`config.mk`:
```
export PLATFORM = sky130hd
export DESIGN_NAME = phvl_serializer_flat
export DESIGN_NICKNAME = d
export VERILOG_FILES = /design/src/rtl/phvl_pkg.sv /design/src/rtl/phvl_serializer_if.sv /design/src/rtl/phvl_clkdiv.sv /design/src/rtl/phvl_serializer.sv /design/src/flat_wrapper.sv
export SDC_FILE = /design/constraint.sdc
export NUM_CORES = 1
export LEC_CHECK = 0
export CAP_MARGIN = 10
export CORE_ASPECT_RATIO = 1.4
export CORE_MARGIN = 2
export CORE_UTILIZATION = 37
export DETAILED_ROUTE_END_ITERATION = 6
export PLACE_DENSITY_LB_ADDON = 0.08
export SETUP_SLACK_MARGIN = 0.5
export SLEW_MARGIN = 0
export SYNTH_ARGS = -nofsm -noshare
export SYNTH_HDL_FRONTEND = slang
export SYNTH_HIERARCHICAL = 1
export SYNTH_SLANG_ARGS = --single-unit
export TNS_END_PERCENT = 10
```
`constraint.sdc`:
```
create_clock -name sys_clk -period 2.3 [get_ports sys_clk]
set_input_delay 0.46 -clock sys_clk [delete_from_list [all_inputs] [get_ports sys_clk]]
set_output_delay 0.46 -clock sys_clk [all_outputs]
set_load 0.02 [all_outputs]
```
`src/rtl/phvl_pkg.sv`:
```
// Shared constants, state encoding and frame packing for the phase-value serializer.
// Defining PHVL_SER_PARITY_EN appends an even-parity bit to every element word.
package phvl_pkg;

  localparam int PHASE_W  = 5;
  localparam int NUM_ELEM = 5;

`ifdef PHVL_SER_PARITY_EN
  localparam int WORD_W = PHASE_W + 1;
`else
  localparam int WORD_W = PHASE_W;
`endif

  localparam int FRAME_N = NUM_ELEM * WORD_W;

  typedef enum logic [1:0] {
    IDLE  = 2'd0,
    SHIFT = 2'd1,
    LATCH = 2'd2
  } state_t;

  // eouts is {eout5, ..., eout1}; element 5 lands in the MSBs so it leaves first.
  function automatic logic [FRAME_N-1:0] build_frame(input logic [NUM_ELEM*PHASE_W-1:0] eouts);
    logic [FRAME_N-1:0] f;
    logic [PHASE_W-1:0] w;
    f = '0;
    for (int i = 0; i < NUM_ELEM; i++) begin
      w = eouts[(NUM_ELEM-1-i)*PHASE_W +: PHASE_W];
`ifdef PHVL_SER_PARITY_EN
      f[FRAME_N-1-i*WORD_W -: WORD_W] = {w, ^w};
`else
      f[FRAME_N-1-i*WORD_W -: WORD_W] = w;
`endif
    end
    return f;
  endfunction

endpackage

```
`src/rtl/phvl_serializer_if.sv`:
```
// Load/phase-code bus and serial/status outputs of the phase-value serializer.
interface phvl_serializer_if;
  import phvl_pkg::*;

  logic               load;
  logic [PHASE_W-1:0] eout1;
  logic [PHASE_W-1:0] eout2;
  logic [PHASE_W-1:0] eout3;
  logic [PHASE_W-1:0] eout4;
  logic [PHASE_W-1:0] eout5;
  logic               sdata;
  logic               sclk;
  logic               slatch;
  logic               busy;
  logic               done;
  logic               overrun;

  modport master (
    output load, eout1, eout2, eout3, eout4, eout5,
    input  sdata, sclk, slatch, busy, done, overrun
  );

  modport slave (
    input  load, eout1, eout2, eout3, eout4, eout5,
    output sdata, sclk, slatch, busy, done, overrun
  );

endinterface

```
`src/rtl/phvl_clkdiv.sv`:
```
// Divider tick generator: one-cycle tick every CLK_DIV cycles, held at zero while cleared.
module phvl_clkdiv #(
  parameter int CLK_DIV = 2
) (
  input  logic sys_clk,
  input  logic rst,
  input  logic i_clr,
  output logic o_tick
);

  localparam logic [7:0] LAST = 8'(CLK_DIV - 1);

  logic [7:0] r_cnt;

  always_ff @(posedge sys_clk or posedge rst) begin
    if (rst) begin
      r_cnt <= '0;
    end else if (i_clr || (r_cnt == LAST)) begin
      r_cnt <= '0;
    end else begin
      r_cnt <= r_cnt + 8'd1;
    end
  end

  assign o_tick = !i_clr && (r_cnt == LAST);

endmodule

```
`src/rtl/phvl_serializer.sv`:
```
// Captures five element phase codes on load and shifts them MSB-first into the device chain,
// then pulses the latch strobe. PHVL_SER_PARITY_EN adds a parity bit per word (N = 30).
module phvl_serializer
  import phvl_pkg::*;
#(
  parameter int CLK_DIV = 2
) (
  input  logic             sys_clk,
  input  logic             rst,
  phvl_serializer_if.slave bus
);

  localparam logic [4:0] LAST_BIT = 5'(FRAME_N - 1);

  state_t             r_state;
  logic [FRAME_N-1:0] r_frame;
  logic [4:0]         r_bit;
  logic               r_phase;
  logic               r_sdata;
  logic               r_sclk;
  logic               r_slatch;
  logic               r_busy;
  logic               r_done;
  logic               r_overrun;

  logic               w_tick;
  logic               w_clr;
  logic [FRAME_N-1:0] w_frame;

  assign w_clr   = (r_state == IDLE);
  assign w_frame = build_frame({bus.eout5, bus.eout4, bus.eout3, bus.eout2, bus.eout1});

  phvl_clkdiv #(.CLK_DIV(CLK_DIV)) u_clkdiv (
    .sys_clk (sys_clk),
    .rst     (rst),
    .i_clr   (w_clr),
    .o_tick  (w_tick)
  );

  // r_phase selects the half of the current bit (or latch pulse): 0 = first, 1 = second.
  always_ff @(posedge sys_clk or posedge rst) begin
    if (rst) begin
      r_state   <= IDLE;
      r_frame   <= '0;
      r_bit     <= '0;
      r_phase   <= 1'b0;
      r_sdata   <= 1'b0;
      r_sclk    <= 1'b0;
      r_slatch  <= 1'b0;
      r_busy    <= 1'b0;
      r_done    <= 1'b0;
      r_overrun <= 1'b0;
    end else begin
      r_done    <= 1'b0;
      r_overrun <= 1'b0;
      case (r_state)
        IDLE: begin
          r_sclk   <= 1'b0;
          r_slatch <= 1'b0;
          r_sdata  <= 1'b0;
          if (bus.load) begin
            r_frame <= w_frame;
            r_sdata <= w_frame[FRAME_N-1];
            r_bit   <= '0;
            r_phase <= 1'b0;
            r_busy  <= 1'b1;
            r_state <= SHIFT;
          end
        end
        SHIFT: begin
          r_overrun <= bus.load;
          if (w_tick) begin
            if (!r_phase) begin
              r_sclk  <= 1'b1;
              r_phase <= 1'b1;
            end else begin
              r_sclk  <= 1'b0;
              r_phase <= 1'b0;
              if (r_bit == LAST_BIT) begin
                r_sdata  <= 1'b0;
                r_slatch <= 1'b1;
                r_state  <= LATCH;
              end else begin
                // Next bit sits one below the MSB of the not-yet-shifted frame.
                r_sdata <= r_frame[FRAME_N-2];
                r_frame <= r_frame << 1;
                r_bit   <= r_bit + 5'd1;
              end
            end
          end
        end
        LATCH: begin
          r_overrun <= bus.load;
          if (w_tick) begin
            if (!r_phase) begin
              r_phase <= 1'b1;
            end else begin
              r_phase  <= 1'b0;
              r_slatch <= 1'b0;
              r_busy   <= 1'b0;
              r_done   <= 1'b1;
              r_state  <= IDLE;
            end
          end
        end
        default: r_state <= IDLE;
      endcase
    end
  end

  assign bus.sdata   = r_sdata;
  assign bus.sclk    = r_sclk;
  assign bus.slatch  = r_slatch;
  assign bus.busy    = r_busy;
  assign bus.done    = r_done;
  assign bus.overrun = r_overrun;

endmodule

```
`src/flat_wrapper.sv`:
```
// flat-port wrapper written by rule: the top's interface ports become plain ports
module phvl_serializer_flat import phvl_pkg::*;
#(
  parameter int CLK_DIV = 2
)
  (sys_clk, rst, bus_load, bus_eout1, bus_eout2, bus_eout3, bus_eout4, bus_eout5, bus_sdata, bus_sclk, bus_slatch, bus_busy, bus_done, bus_overrun);
  phvl_serializer_if bus_i ();
  input  logic sys_clk;
  input  logic rst;
  input wire logic [$bits(bus_i.load)-1:0] bus_load;
  input wire logic [$bits(bus_i.eout1)-1:0] bus_eout1;
  input wire logic [$bits(bus_i.eout2)-1:0] bus_eout2;
  input wire logic [$bits(bus_i.eout3)-1:0] bus_eout3;
  input wire logic [$bits(bus_i.eout4)-1:0] bus_eout4;
  input wire logic [$bits(bus_i.eout5)-1:0] bus_eout5;
  output wire logic [$bits(bus_i.sdata)-1:0] bus_sdata;
  output wire logic [$bits(bus_i.sclk)-1:0] bus_sclk;
  output wire logic [$bits(bus_i.slatch)-1:0] bus_slatch;
  output wire logic [$bits(bus_i.busy)-1:0] bus_busy;
  output wire logic [$bits(bus_i.done)-1:0] bus_done;
  output wire logic [$bits(bus_i.overrun)-1:0] bus_overrun;
  assign bus_i.load = bus_load;
  assign bus_i.eout1 = bus_eout1;
  assign bus_i.eout2 = bus_eout2;
  assign bus_i.eout3 = bus_eout3;
  assign bus_i.eout4 = bus_eout4;
  assign bus_i.eout5 = bus_eout5;
  assign bus_sdata = bus_i.sdata;
  assign bus_sclk = bus_i.sclk;
  assign bus_slatch = bus_i.slatch;
  assign bus_busy = bus_i.busy;
  assign bus_done = bus_i.done;
  assign bus_overrun = bus_i.overrun;
  phvl_serializer #(.CLK_DIV(CLK_DIV)) u_core (.sys_clk(sys_clk), .rst(rst), .bus(bus_i));
endmodule
```
==> impl_metrics.csv, run 1 <==
group,metric,value,unit
clock_tree,clkTransAtPathRegs,90,ps
die,initial_core_util,38.1,%
setup_path,critical_path.top_delay_family,"simple AND/OR/NAND/NOR gates",
setup_path,worstPathArrival,2110,ps
global_routing,antenna_found_initial,0,
synth,syn-num-nets,269,
setup_path,r2r_setup_slack,410,ps
pwr,irDropWorstVdd,732,uV
sta,rsz0062_at_grt,"yes",
final_layout,final_common_cell,"dfrtp_1",
sta,fin_setup_tns,0,ps
setup_path,cp-end-kind,"flop",
sta,min_period,1890,ps
setup_path,worst_path_max_delay_cell,"dfrtp_1",
clock_tree,hold_buffers,0,
clock_tree,cts_root_buf,"clkbuf_8",
synth,syn_avg_cell_area,10.1,sq um
synth,synth-seq-cells,46,
global_routing,grt_pass1_vias,1837,
global_routing,overflow,0,
sta,slew-limit-headroom,66.0,%
place,routabilityCongestion,0.773,
route,antenna_left,0,
die,die-width,71.6,microns
sta,finalSetupViolations,0,
setup_path,worstPathCellList,"inv_1, ha_1, nor4b_4, nand2_1, nor2_2, a21boi_2, a211oi_4, buf_12, buf_12, nand3_1, o21ai_0",
clock_tree,cts_tree,"yes",
job,cap_violations,0,
die,die_area,7050,sq um
sta,slew_violations,0,
sta,finClkSkew,6.57,ps
worst_hold_path,hold_path.class,"in -> async",
setup_path,slowest_delay,400,ps
synth,synth_cell_types,34,
clock_tree,cts_inserted_buffers,5,
sta,hold_ws,429,ps
die,pin_count,34,
setup_path,crit_buf_inv,3,
place,numPortBuffers,33,
clock_tree,cts_max_path_buffers,2,
die,rows,34,
pwr,leakagePower,1.33,nW
route,wire_per_inst,14.0,microns
synth,yosysWarnings,6,
setup_path,crit_fanout,18,
sta,max_freq,0.530,GHz
final_layout,fill_cells,597,
setup_path,path_class,"reg -> reg",
final_layout,nets,316,
route,viasPerCell,5.13,
sta,hold_viol_final,0,
synth,yosys.area.top_type,"dfrtp_1",
setup_path,cp-start-kind,"flop",
route,firstDrtPassIters,4,
pwr,power,4.21,mW
synth,synth_area,2360,sq um
die,core,6210,sq um
die,dieHeight,98.6,microns
clock_tree,h-tree-depth,2,
final_layout,insertedDiodeCount,0,
sta,min_period_over_period,82.0,%
place,dpl.hpwl,3460,microns
global_routing,grt_max_degree,39,
setup_path,cp.required,2530,ps
clock_tree,numClockSinks,46,
route,drtIter0Drc,58,
route,wl,4950,microns
pwr,powerDensity,1370,nW/um^2
outcome,status,"completed",
synth,netlist_instances,234,
synth,yosysTopAreaCellShare,48.7,%
route,vias,1816,
setup_path,crit_path_frequent_cell,"buf_12",
synth,synth_area_leaders,"dfrtp_1 49%, mux2i_1 11%, a21oi_2 5.2%",
sta,worstMarginPinSlew,509,ps
final_layout,drive_gt1_share,17.7,%
synth,synth-seq-area-share,48.7,%
final_layout,layout_common_cells,"44 x dfrtp_1, 33 x clkdlybuf4s50_1, 29 x nor2_1",
route,drcViolationCount,0,
final_layout,syn2layout_area_growth,30.1,%
global_routing,grtUsageTotal,15.6,%
clock_tree,clk_latency,300,ps
global_routing,grt_pass1_wl,8710,microns
[final cells by class]
cell class | instances | area, sq um | share of cell area [%]
multi-input combinational | 163 | 1120 | 36.3
tap | 72 | 90.1 | 2.93
timing repair buffer | 51 | 519 | 16.9
inverter | 14 | 52.6 | 1.71
sequential | 46 | 1150 | 37.5
clock inverter | 2 | 60.1 | 1.95
clock buffer | 6 | 82.6 | 2.69
[metrics by stage]
| stage | area [sq um] | worst slack, ps | std cells | util, % |
|---|---|---|---|---|
| 2_1_floorplan | 2390 | 421 | 234 | - |
| 3_3_place_gp | 2850 | 280 | 339 | 45.8 |
| 3_5_place_dp | 2850 | 226 | 339 | 45.8 |
| 4_1_cts | 3070 | 406 | 354 | 49.5 |
| 5_1_grt | 3080 | 254 | 354 | 49.5 |
| 6_report | 3080 | 413 | 354 | 49.5 |
[synthesized netlist by cell type]
cell type and count:
a21o_2 1, nand3_1 16, nand4b_1 2, nand2b_1 2
nand2_1 9, nand4_2 1, o21ai_0 14, buf_2 5
buf_6 2, ha_1 7, and2_1 1, a21oi_2 14
nor2_1 30, inv_1 14, mux2i_1 27, or3_1 3
nor2b_1 1, xnor2_1 1, nor4_1 1, nor4b_1 1
a21boi_0 1, a31oi_1 3, and4b_1 1, a211oi_2 1
o22ai_1 2, a221o_1 1, clkbuf_1 1, nor3_1 2
o211ai_1 1, xor2_1 2, buf_4 3, mux2_2 1
dfrtp_1 46, a21oi_1 17
[final timing paths]
path                                               startpoint                                 end  cells after the start
min reg2reg                      u_core/bus.sdata$_DFFE_PP0P_        u_core/bus.sdata$_DFFE_PP0P_                      1
max reg2reg                u_core/u_clkdiv/r_cnt[1]$_DFF_PP0_         u_core/r_bit[1]$_DFFE_PP0P_                     11
min in group sys_clk             u_core/bus.sdata$_DFFE_PP0P_        u_core/bus.sdata$_DFFE_PP0P_                      1
min                                                       rst  u_core/u_clkdiv/r_cnt[3]$_DFF_PP0_                      2
max                        u_core/u_clkdiv/r_cnt[1]$_DFF_PP0_         u_core/r_bit[1]$_DFFE_PP0P_                     11
max in group asynchronous                                 rst      u_core/r_frame[21]$_DFFE_PP0P_                      3
[cell families after synthesis]
logic type	count (synthesis)	synth area share, %
buffers and inverters	25	5.35
XOR/XNOR	3	1.11
AND/OR/NAND/NOR	70	14.2
multiplexers	28	11.9
adder cells (fa/ha/maj)	7	3.71
flip-flops	46	48.7
AO/OA/AOI/OAI	55	15.0
[timing repair]
item                                    CTS  global route
gates resized for setup                   3             1
buffers inserted                          6             0
gates cloned                              1             0
pin swaps                                 1             0
endpoints found under the setup margin   33            34
[state kept, by name, indices dropped and copies added (netlist names), 2 cells and up]
register	count
u_core/u_clkdiv/r_cnt	8
u_core/r_bit	5
u_core/r_state	2
u_core/r_frame	24
[power by group]
part           switching [mW]  leakage, nW  internal [mW]
clock                   0.281       0.0714          0.464
sequential              0.207        0.542           1.13
combinational            1.09        0.721           1.04
total                    1.58         1.33           2.63
[metal layers]
| metal | up-vias | global-route usage [%] | part of all wire, % |
|---|---|---|---|
| li1 | 915 | - | - |
| met1 | 855 | 19.7 | 43 |
| met2 | 39 | 25.7 | 51 |
| met3 | 7 | 3.17 | 4.0 |
| met4 | 0 | 6.53 | 1.9 |
| met5 | - | 0 | 0 |
No activity file was read; power rests on OpenSTA's default activity.
==> inputs of run 2 (changes only) <==
Clock period 2.3 ns to 1.77 ns, I/O delays scaled along.
==> run 2 against run 1 <==
Net effect:
- the run now ends with setup timing left
- worst hold slack worse by 88 ps
- via count up 4.8%
- flip-flop and latch count unchanged
- maximum frequency down 2.6%
- first-iteration DRC count up 33%
- critical endpoint is now u_core/r_frame[18]$_DFFE_PP0P_
- global-route usage down 0.37 points
==> impl_metrics.csv, run 2 (same netlist as run 1, synthesis figures left out) <==
group,metric,value,unit
pwr,p_int,3.48,mW
die,dieHeight,98.6,microns
die,pin_count,34,
route,antenna_left,0,
clock_tree,h-tree-depth,2,
final_layout,fill_cells,568,
route,wire_per_inst,13.9,microns
clock_tree,cts_max_path_buffers,2,
sta,fin_setup_tns,-3030,ps
pwr,pwr-share-seq,30.5,%
global_routing,grt_pass1_wl,8550,microns
final_layout,final_area,3280,sq um
pwr,power_frac_clock,13.7,%
worst_hold_path,hold_path.class,"in -> async",
final_layout,drive_gt1_share,28.3,%
clock_tree,cts_root_buf,"clkbuf_8",
global_routing,grt_max_degree,39,
sta,hold_viol_final,0,
outcome,status,"complete, but fails checks",
sta,slew_violations,0,
die,initial_core_util,38.1,%
place,placed_cell_area,2990,sq um
die,rows,34,
pwr,p_comb_share,55.7,%
place,routabilityCongestion,0.769,
final_layout,top_regs,"u_core/r_frame (24), u_core/u_clkdiv/r_cnt (8), u_core/r_bit (5)",
setup_path,path_class,"reg -> reg",
place,numPortBuffers,33,
route,drcViolationCount,0,
sta,min_period_over_period,109,%
final_layout,nets,331,
pwr,powerDensity,1740,nW/um^2
route,viasPerCell,5.16,
setup_path,crit_fanout,14,
clock_tree,clkTransAtPathRegs,80,ps
sta,worstMarginPinSlew,325,ps
place,place_worst_setup_slack,-266,ps
setup_path,cp.required,1990,ps
route,drtIter0Drc,77,
sta,setup_slack,-166,ps
place,placedCellCount,356,
sta,max_freq,0.516,GHz
die,die-width,71.6,microns
global_routing,grtUsageTotal,15.2,%
outcome,violations,"setup timing",
final_layout,largest_reg_flops,24,
sta,rsz0062_at_grt,"yes",
place,dpl.hpwl,3550,microns
clock_tree,hold_buffers,0,
final_layout,multi_input_area,1220,sq um
sta,hold_ws,341,ps
setup_path,worstPathArrival,2150,ps
sta,finClkSkew,8.90,ps
pwr,irDropWorstVdd,705,uV
global_routing,grt_pass1_vias,1816,
global_routing,overflow,0,
final_layout,largest_register,"u_core/r_frame",
sta,min_period,1940,ps
clock_tree,cts_tree,"yes",
setup_path,cp-start-kind,"flop",
final_layout,register_area,1150,sq um
clock_tree,cts_inserted_buffers,5,
clock_tree,numClockSinks,46,
final_layout,insertedDiodeCount,0,
final_layout,final_common_cell,"dfrtp_1",
route,wl,5130,microns
pwr,leakagePower,1.43,nW
die,core,6210,sq um
sta,slew-limit-headroom,77.7,%
setup_path,cp-end-kind,"flop",
sta,finalSetupViolations,31,
global_routing,antenna_found_initial,0,
pwr,swShare,38.8,%
pwr,power.net_switching,2.21,mW
clock_tree,clk_latency,300,ps
route,vias,1904,
final_layout,syn2layout_area_growth,38.6,%
final_layout,layout_common_cells,"46 x dfrtp_1, 27 x clkdlybuf4s50_1, 27 x mux2i_1",
job,cap_violations,0,
route,firstDrtPassIters,4,
die,die_area,7050,sq um
final_layout,fin_cells,369,
-- run 2: changes by cell type in the layout (fill, tap and decap cells not counted), sizes merged --
cell and change:
bufinv -1, clkbuf +2, bufbuf -1, clkinvlp +1, clkdlybuf4s50 -6, buf +20
-- run 2: final timing paths --
kind | endpoint | cells past startpoint | slack (ps) | start
hold / removal | u_core/u_clkdiv/r_cnt[4]$_DFF_PP0_ | 2 | 340 | rst
min in group sys_clk | u_core/bus.busy$_DFFE_PP0P_ | 2 | 500 | u_core/bus.busy$_DFFE_PP0P_
setup reg to reg | u_core/r_frame[18]$_DFFE_PP0P_ | 11 | -170 | u_core/u_clkdiv/r_cnt[1]$_DFF_PP0_
max in group asynchronous | u_core/r_frame[17]$_DFFE_PP0P_ | 3 | 1140 | rst
setup / recovery | u_core/r_frame[18]$_DFFE_PP0P_ | 11 | -170 | u_core/u_clkdiv/r_cnt[1]$_DFF_PP0_
hold reg to reg | u_core/bus.busy$_DFFE_PP0P_ | 2 | 500 | u_core/bus.busy$_DFFE_PP0P_
-- run 2: routing by layer --
layer | vias up | track usage [%] | part of all wire (%)
met5 | - | 0 | 0
met4 | 0 | 5.08 | 1.2
met1 | 925 | 18.9 | 42
li1 | 943 | - | -
met3 | 6 | 3.27 | 3.8
met2 | 30 | 25.9 | 53
-- run 2: through the flow --
stage                     util (%)  power, mW
final                         52.8       5.69
after global routing          52.8       6.14
after CTS                     50.4       5.36
after detailed placement      48.1       4.49
after global placement        48.1       4.44
after floorplan                  -       3.64
-- run 2: area by class of cell --
cell class / instances / share of cell area, %
clock inverters: 2 / 1.15
clock buffers: 6 / 2.21
inverters: 14 / 1.60
flip-flops and latches: 46 / 35.1
repair buffers: 66 / 20.0
multi-input cells: 163 / 37.2
well taps: 72 / 2.75
-- run 2: what timing repair did --
| item | CTS | global route |
|---|---|---|
| resized for setup | 34 | 23 |
| setup buffers | 0 | 3 |
| setup endpoints to repair | 49 | 41 |
| pin swaps | 3 | 3 |
| gates cloned | 0 | 2 |
-- run 2: worst max-delay path, cell delays in order, from the launching register on --
cell and delay, ps:
dfrtp_1 390, inv_2 70, ha_4 110, nor4b_4 200, nand2_1 120, nor2_2 130, a21boi_2 90, a211oi_4 270
buf_4 180, buf_12 130, nor2_1 40, a21oi_1 130
-- run 2: power by group through the flow --
stage	clock network, mW	registers [mW]	logic [mW]
after floorplan	0	1.75	1.89
after global placement	0	1.73	2.71
after detailed placement	0	1.74	2.74
after CTS	0.811	1.72	2.83
after global routing	0.852	1.80	3.49
final	0.781	1.74	3.17
==> inputs of run 3 (changes only) <==
Settings changed: CTS_CLUSTER_SIZE set to 28.
==> results of run 3 <==
The final DEF is identical to that of run 2; final timing and power are the same.
